## src/rtl/if_pc_unit.sv

```systemverilog
// Instruction-fetch PC unit: next-PC selection, fetch address checking,
// delay-slot tracking and an advance counter for the F stage.
module if_pc_unit (
  input  logic        clk,
  input  logic        reset,
  input  logic        stall,
  input  logic        redirect,
  input  logic [31:0] redirect_pc,
  input  logic        branch_D,
  input  logic        exc_req,
  input  logic        eret_req,
  input  logic [31:0] epc,
  input  logic [31:0] instr_in,
  output logic [31:0] iaddr,
  output logic [31:0] pc_F,
  output logic [31:0] instr_F,
  output logic [4:0]  exccode_F,
  output logic        bd_F,
  output logic [31:0] fetch_cnt
);

  localparam int unsigned PC_W   = 32;
  localparam int unsigned CODE_W = 5;

  localparam logic [PC_W-1:0]   RESET_PC   = 32'h0000_3000;
  localparam logic [PC_W-1:0]   EXC_VECTOR = 32'h0000_4180;
  localparam logic [PC_W-1:0]   IM_LO      = 32'h0000_3000;
  localparam logic [PC_W-1:0]   IM_HI      = 32'h0000_6FFC;
  localparam logic [PC_W-1:0]   PC_STEP    = 32'd4;
  localparam logic [CODE_W-1:0] CODE_NONE  = 5'd0;
  localparam logic [CODE_W-1:0] CODE_ADEL  = 5'd4;

  logic [PC_W-1:0] pc_q;
  logic [PC_W-1:0] pc_d;
  logic            bd_q;
  logic            bd_d;
  logic [PC_W-1:0] cnt_q;
  logic [PC_W-1:0] cnt_d;
  logic            advance;
  logic            addr_err;

  // Next-PC select; exception entry and ERET bypass the stall.
  always_comb begin
    pc_d    = pc_q;
    bd_d    = bd_q;
    advance = 1'b0;
    if (exc_req) begin
      pc_d    = EXC_VECTOR;
      bd_d    = 1'b0;
      advance = 1'b1;
    end else if (eret_req) begin
      pc_d    = epc;
      bd_d    = 1'b0;
      advance = 1'b1;
    end else if (stall) begin
      pc_d    = pc_q;
      bd_d    = bd_q;
    end else if (redirect) begin
      pc_d    = redirect_pc;
      bd_d    = branch_D;
      advance = 1'b1;
    end else begin
      pc_d    = PC_W'(pc_q + PC_STEP);
      bd_d    = branch_D;
      advance = 1'b1;
    end
  end

  assign cnt_d = advance ? PC_W'(cnt_q + PC_W'(1)) : cnt_q;

  always_ff @(posedge clk) begin
    if (reset) begin
      pc_q  <= RESET_PC;
      bd_q  <= 1'b0;
      cnt_q <= '0;
    end else begin
      pc_q  <= pc_d;
      bd_q  <= bd_d;
      cnt_q <= cnt_d;
    end
  end

  // Fetch address check against the word-aligned instruction memory window.
  always_comb begin
    addr_err = 1'b0;
    if ((pc_q[1:0] != 2'b00) || (pc_q < IM_LO) || (pc_q > IM_HI)) begin
      addr_err = 1'b1;
    end
  end

  assign pc_F      = pc_q;
  assign iaddr     = pc_q;
  assign bd_F      = bd_q;
  assign fetch_cnt = cnt_q;
  assign exccode_F = addr_err ? CODE_ADEL : CODE_NONE;
  assign instr_F   = addr_err ? '0 : instr_in;

endmodule

```

## config.mk

```make
export PLATFORM = sky130hd
export DESIGN_NAME = if_pc_unit
export DESIGN_NICKNAME = d
export VERILOG_FILES = /design/src/rtl/if_pc_unit.sv
export SDC_FILE = /design/constraint.sdc
export NUM_CORES = 1
export LEC_CHECK = 0
export CORE_MARGIN = 3
export CORE_UTILIZATION = 36
export CTS_CLUSTER_DIAMETER = 100
export CTS_CLUSTER_SIZE = 30
export DETAILED_ROUTE_END_ITERATION = 10
export PLACE_DENSITY = 0.79
export SLEW_MARGIN = 10
export SYNTH_ARGS = -nofsm -noshare
export SYNTH_HDL_FRONTEND = slang
export SYNTH_SLANG_ARGS = --single-unit
```

## constraint.sdc

```tcl
create_clock -name clk -period 2.19 [get_ports clk]
set_input_delay 0.219 -clock clk [delete_from_list [all_inputs] [get_ports clk]]
set_output_delay 0.219 -clock clk [all_outputs]
set_load 0.03 [all_outputs]
```

[Yosys cells after proc, flatten, opt, wreduce, memory -nomap -nowiden]
Cells that the tools add are included.
Cells by class
  add/sub/neg operators: 2
  order comparisons: 2
  equality and inequality tests: 2
  multiplexer cells: 10
  reductions and logical operators: 5
Operators by type and width (number)
  $mux 32: 4
  $add 32x1->32 const B: 1
  $add 32x3->32 const B: 1
  $gt 32x15->1 const B: 1
  $lt 32x14->1 const B: 1
  $mux 15: 1
  $mux 1: 4
  $mux 3: 1
  $ne 3x1->1 const B: 1
  $reduce_or 3->1: 1
  $logic_or 1x1->1: 2
  $ne 2x1->1 const B: 1
  $reduce_bool 2->1: 1
  $reduce_or 2->1: 1
Storage, ports and cells
  register bits after elaboration: 65
  input port bits: 103
  output and inout bits: 134
  logic and storage cells: 25

[Longest topological paths before layout]
Gate-level depths: netlist of run 1.
  depth after elaboration: 5
  mapped depth: 8
  mapped depth without buffers: 6

[Worst setup path after synthesis of run 1]
Ideal clock, no wire load.
  kind: register to register
  start: register cnt_q[5] (netlist: fetch_cnt[5])
  end: register cnt_q[31] (netlist: fetch_cnt[31])
  data arrival time: 2279 ps
  setup slack: -210 ps
  cell stages (with the launch flop): 8
  buffers on the path: 2
  clock period less this slack: 2400 ps
  cell sequence: dfxtp_1 nand3_2 or3_1 buf_2 or4_1 clkbuf_1 nor3_1 mux2_2
On the way
  word-level cells in the longest chain between the ends: 1
RTL lines
  start: declaration: line 37  | logic [PC_W-1:0] cnt_q;
  start signal: assignment: line 79  | cnt_q <= cnt_d;
  $add 32x1->32: line 69  | assign cnt_d = advance ? PC_W'(cnt_q + PC_W'(1)) : cnt_q;
Every way passes these cells.
A chain may end at the register's enable or synchronous reset.

==> results of run 1 <==
registers in the layout, summed over array words and instances (netlist names), named ones only:
register / count
bd_F: 1
fetch_cnt: 32
iaddr: 30
what timing repair did:
| action | in CTS | in global routing |
|---|---|---|
| buffers inserted | 1 | 2 |
| pin swaps | 3 | 29 |
| endpoints found under the setup margin | 29 | 36 |
| cloned | 0 | 3 |
| gates resized for setup | 8 | 66 |
synthesized netlist by cell type, types with 6 or more instances:
library cell	count
nor3_1	31
buf_4	38
nor2_1	39
xnor2_1	27
a21oi_1	28
inv_1	20
dfxtp_1	65
nand4_1	8
a211oi_1	6
or3_1	15
clkbuf_1	31
o21ai_0	48
and2_1	34
a31oi_1	7
nand3_1	22
and4_1	9
o22ai_1	11
nand2_1	47
nor4_1	13
layout make-up:
| type | count | area, µm² | share of cell area |
|---|---|---|---|
| Timing Repair Buffer | 280 | 2810 | 0.383 |
| Multi-Input combinational cell | 419 | 2610 | 0.356 |
| Sequential cell | 65 | 1330 | 0.182 |
| Clock buffer | 12 | 246 | 0.0337 |
| Tap cell | 143 | 179 | 0.0244 |
| Clock inverter | 4 | 76.3 | 0.0104 |
| Inverter | 20 | 75.1 | 0.0103 |
power by group:
part	internal, mW	total, mW	switching, mW	leakage [nW]
Clock	1.03	1.59	0.556	0.153
Combinational	0.537	1.08	0.544	1.96
Sequential	1.22	1.26	0.0465	0.537
Total	2.79	3.93	1.15	2.65
cells by family after synthesis:
family	Yosys count	synth area share
simple gates	238	0.294
fa+ha+maj	2	0.00582
mux	6	0.0146
compound gates	137	0.198
other cells	1	0.000873
xor+xnor	32	0.0652
flops	65	0.303
buf+inv	95	0.119
worst min-delay path, stage by stage:
cell and delay [ns]:
clkdlybuf4s50_1 0.40, nor2_1 0.09, a211oi_1 0.06
placed cells by master (no fill, tap or decap), types with 9 or more instances in the layout:
cell	instances
and2_4	27
xnor2_1	27
buf_6	31
o22ai_1	11
or3_1	14
a21oi_1	27
nor2_1	39
inv_1	20
dfxtp_1	52
buf_4	42
nand3_1	22
and4_1	9
clkdlybuf4s50_1	198
nor4_1	10
o21ai_0	48
clkbuf_16	11
nor3_1	30
nand2_1	47
worst paths after layout:
| kind | startpoint | end | slack (ns) | cells past startpoint |
|---|---|---|---|---|
| setup / recovery | register | instr_F[28] | 0.02 | 7 |
| hold / removal | epc[2] | iaddr[2] | 0.47 | 3 |
| setup reg to reg | fetch_cnt[5] | fetch_cnt[25] | 0.05 | 6 |
| hold reg to reg | fetch_cnt[7] | fetch_cnt[7] | 0.52 | 2 |
stage by stage:
stage / utilization / hold WS, ns / setup WS, ns
global route: 0.633 / 0.501 / -0.0836
floorplan: - / 0.357 / 0.000716
finish: 0.633 / 0.472 / 0.0241
CTS: 0.609 / 0.464 / 0.000775
global placement: 0.578 / 0.483 / 0.00925
detailed placement: 0.578 / 0.501 / -0.0224
per-layer routing:
layer  part of all wire  GRT usage  up-vias
met5                  0          0        -
met4              0.032      0.104        0
met3              0.081     0.0674       39
met2               0.52      0.432      277
met1               0.37      0.277     2493
li1                   -          -     2451
==> qor.yml, run 1 <==
floorplan:
  io_pins: 237
  fp.dieW_um: 115
  start_util: 0.372
  row_count: 39
  die_area_mm2: 0.0133
  core_mm2: 0.0116
  die_h_um: 115
logic_synthesis:
  syn_area_mm2: 0.00430
  ys.flop_type: "dfxtp_1"
  synth_top_area_cell: "dfxtp_1"
  synth_seq_cells: 65
  synthArstFlopShare: 0
  yosysWarnings: 0
  synth_edf_count: 0
  synth.area.top_cells: "dfxtp_1 (30%), buf_4 (6.6%), o21ai_0 (5.6%)"
  postSynthAreaPerCell_um2: 7.46
  synth_top_area_frac: 0.303
  ys_types: 54
  yosysSeqAreaShare: 0.303
  synth_cells: 576
cts:
  numCtsBuffers: 9
  clkSinkCount: 65
  cts_root_buffer: "clkbuf_16"
  cts_tree: "done"
  clk_transition_reported_paths_ns: 0.06
  worstSkewPairLatency_ns: 0.34
  cts_hold_buf: 0
  htreeDepth: 3
  cts_max_path_buffers: 2
layout:
  finalNonFillerCells: 943
  nets: 900
  final_cell_area_mm2: 0.00732
  fillers: 912
  drive_gt1_frac: 0.188
  antennaDiodeCount: 0
  area_delta_synth_final_pct: 70.4
timing:
  finalHoldViolations: 0
  slew_headroom: 0.538
  slew_viol_final: 0
  rsz0062_at_grt: "true"
  skew_ns: 0.00667
  max_freq_ghz: 0.462
  tightestPinTransition_ns: 0.690
  layout_min_cycle_time_ns: 2.17
  setup_viol: 0
  fin_setup_tns_ns: 0
  fin_crit_sh: 0.989
worst_setup_path:
  crit_buf_inv: 3
  path_delay_family: "simple AND/OR/NAND/NOR gates"
  worstPathCellList: "nor4_2, nand3_1, nor3_2, buf_6, clkbuf_16, and2_4, buf_6"
  cp.arrival_ns: 1.95
  path_max_fanout: 7
  cpMostUsedCell: "buf_6"
  cp.required_ns: 1.97
  end_kind: "output port"
  worst_path_max_delay_cell: "dfxtp_2"
  startpoint_type: "register"
  critPathKind: "reg2out"
  cpPeakStageDelay_ns: 0.34
detailed_routing:
  wl_mm: 17.2
  post-route-drc-count: 0
  antenna_left: 0
  viasPerCell: 5.58
  drt-initial-drc-count: 449
  firstDrtPassIters: 5
  post_drt_wl_per_cell_um: 18.3
  dr_total_vias: 5260
placement:
  portBuffers: 232
  hpwl_mm: 12.8
  place_area_mm2: 0.00668
  placed_cells: 921
  gp_congestion: 0.888
grt:
  grt_pass1_vias: 4970
  antenna_found_initial: 0
  grt_use_total: 0.245
  grt_pass1_wl_mm: 25.6
  grt_max_degree: 52
  gr-total-overflow: 0
run_status:
  outcome: "completed"
power_and_ir_drop:
  peakVddDrop_mv: 0.395
  power_density_mw_per_mm2: 537
  leakagePower_nw: 2.65
  finalPower_mw: 3.93
run:
  max_cap_violations: 0
min_path:
  min_path_type: "in2reg"
Note: power is estimated with default switching activity, not from simulation.
==> run 2: changes to the inputs <==
--- a/config.mk
+++ b/config.mk
@@ -6,11 +6,11 @@
 export NUM_CORES = 1
 export LEC_CHECK = 0
 export CORE_MARGIN = 3
-export CORE_UTILIZATION = 36
+export CORE_UTILIZATION = 43
 export CTS_CLUSTER_DIAMETER = 100
 export CTS_CLUSTER_SIZE = 30
 export DETAILED_ROUTE_END_ITERATION = 10
-export PLACE_DENSITY = 0.79
+export PLACE_DENSITY = 0.88
 export SLEW_MARGIN = 10
 export SYNTH_ARGS = -nofsm -noshare
 export SYNTH_HDL_FRONTEND = slang
==> constraint.sdc (replaced) <==
create_clock -name clk -period 2.7 [get_ports clk]
set_input_delay 0.27 -clock clk [delete_from_list [all_inputs] [get_ports clk]]
set_output_delay 0.27 -clock clk [all_outputs]
set_load 0.03 [all_outputs]
==> qor.yml, run 2 (synthesis results as in run 1) <==
run_status:
  outcome: "completed"
power_and_ir_drop:
  power_density_mw_per_mm2: 392  # -27%
  peakVddDrop_mv: 0.257  # -35%
  leakagePower_nw: 2.45  # -7.5%
  finalPower_mw: 2.64  # -33%
timing:
  finalHoldViolations: 0  # unchanged
  setup_viol: 0  # unchanged
  layout_min_cycle_time_ns: 2.47
  rsz0062_at_grt: "false"
  fin_crit_sh: 0.914
  tightestPinTransition_ns: 0.566  # -0.125 ns
  fin_setup_tns_ns: 0  # unchanged
  slew_headroom: 0.621  # +0.0833
  slew_viol_final: 0  # unchanged
  max_freq_ghz: 0.405
  skew_ns: 0.0156  # +0.00890 ns
worst_setup_path:
  cp.arrival_ns: 2.20  # +0.25 ns
  cp.required_ns: 2.43  # +0.46 ns
  critPathLaunch: "iaddr[25]"
  rr_worst_depth: 5  # -1
  end_kind: "output port"
  critPathKind: "reg2out"
  path_max_fanout: 33  # +26
  r2r_start: "iaddr[7]"
  startpoint_type: "register"
floorplan:
  fp.dieW_um: 106  # -8.1%
  die_h_um: 106  # -8.1%
  row_count: 35  # -10%
  io_pins: 237  # unchanged
  core_mm2: 0.00946  # -18%
  start_util: 0.454  # +0.0827
  die_area_mm2: 0.0112  # -15%
grt:
  grt_use_total: 0.278  # +0.0328
  grt_max_degree: 52  # unchanged
  grt_pass1_wl_mm: 25.3  # -1.1%
  met3_usage: 0.0577  # -0.00969
  grt_pass1_vias: 4986  # +0.32%
  global_route.peak_usage_layer: "met2"
  use_met2: 0.489  # +0.0570
  antenna_found_initial: 0  # unchanged
  gr-total-overflow: 0  # unchanged
  grt_use_met1: 0.324  # +0.0473
cts:
  htreeDepth: 3  # unchanged
  worstSkewPairLatency_ns: 0.35  # about the same
  cts_max_path_buffers: 2  # unchanged
  cts_root_buffer: "clkbuf_8"
  numCtsBuffers: 9  # unchanged
  clkSinkCount: 65  # unchanged
  clk_transition_reported_paths_ns: 0.08  # +0.02 ns
  cts_tree: "done"
detailed_routing:
  viasPerCell: 5.62  # +0.75%
  antenna_left: 0  # unchanged
  firstDrtPassIters: 5  # unchanged
  dr_total_vias: 5086  # -3.3%
  post-route-drc-count: 0  # unchanged
  wl_mm: 15.9  # -7.5%
  drt-initial-drc-count: 306  # -32%
  post_drt_wl_per_cell_um: 17.6  # -3.7%
layout:
  area_delta_synth_final_pct: 56.3
  seq_area_mm2: 0.00130  # -2.2%
  final_common_cell: "clkdlybuf4s50_1"
  multi_input_area_mm2: 0.00250  # -4.1%
  fillers: 756  # -17%
  nets: 876  # -2.7%
  final_cell_mix: "clkdlybuf4s50_1 (199), dfxtp_1 (65), o21ai_0 (48)"
  antennaDiodeCount: 0  # unchanged
  drive_gt1_frac: 0.0619  # -0.126
  largest_reg_flops: 32  # unchanged
  final_util: 0.710  # +0.0769
min_path:
  min_path_type: "reg2reg"
  holdPathStages: 2  # -1
  hp-start: "fetch_cnt[7]"
placement:
  gp_congestion: 0.891  # +0.36%
  portBuffers: 232  # unchanged
  hpwl_mm: 12.1  # -5.8%
run:
  max_cap_violations: 0  # unchanged
==> run 2: metal layers <==
metal,wire length [µm],vias to the layer above
li1,-,2408
met1,6070,2351
met2,7890,283
met3,1350,44
met4,620,0
met5,0,-
==> run 2: power breakdown <==
part	total, mW	switching (mW)	internal, mW
clock network	0.847	0.414	0.432
registers	1.04	0.0490	0.988
logic	0.751	0.400	0.351
total	2.64	0.864	1.77
==> run 2: metrics by stage <==
| stage | std cells | instance area [µm²] | worst slack [ns] | hold WS (ns) |
|---|---|---|---|---|
| after floorplan | 579 | 4310 | 0.300 | 0.408 |
| after global placement | 889 | 6560 | 0.308 | 0.491 |
| after detailed placement | 889 | 6560 | 0.266 | 0.491 |
| after CTS | 905 | 6720 | 0.122 | 0.502 |
| after global routing | 905 | 6720 | 0.0102 | 0.531 |
| final | 905 | 6720 | 0.232 | 0.502 |
==> run 2: worst max-delay path, stage by stage (launching register included) <==
cell and delay (ns):
dfxtp_1 0.38, nor4_1 0.30, nand3_1 0.13, nor3_2 0.28, buf_12 0.20, and2_1 0.14, dlygate4sd2_1 0.42
==> run 2: worst paths after layout <==
kind	endpoint	slack, ns
max	instr_F[6]	0.23
min	fetch_cnt[7]	0.50
max reg2reg	iaddr[31]	0.43
min reg2reg	fetch_cnt[7]	0.50
==> run 2: what timing repair did <==
action | CTS | global route
setup endpoints to repair | 32 | 1
hold endpoints to repair | 0 | 0
buffers inserted | 0 | 0
hold buffers | 0 | 0
resized for setup | 32 | 1
==> run 2: cell type report <==
type                            count  share of cell area
Clock buffer                        9              0.0184
Clock inverter                      7              0.0114
Sequential cell                    65               0.194
Inverter                           20              0.0112
Multi-Input combinational cell    419               0.373
Tap cell                          129              0.0240
Timing Repair Buffer              256               0.369
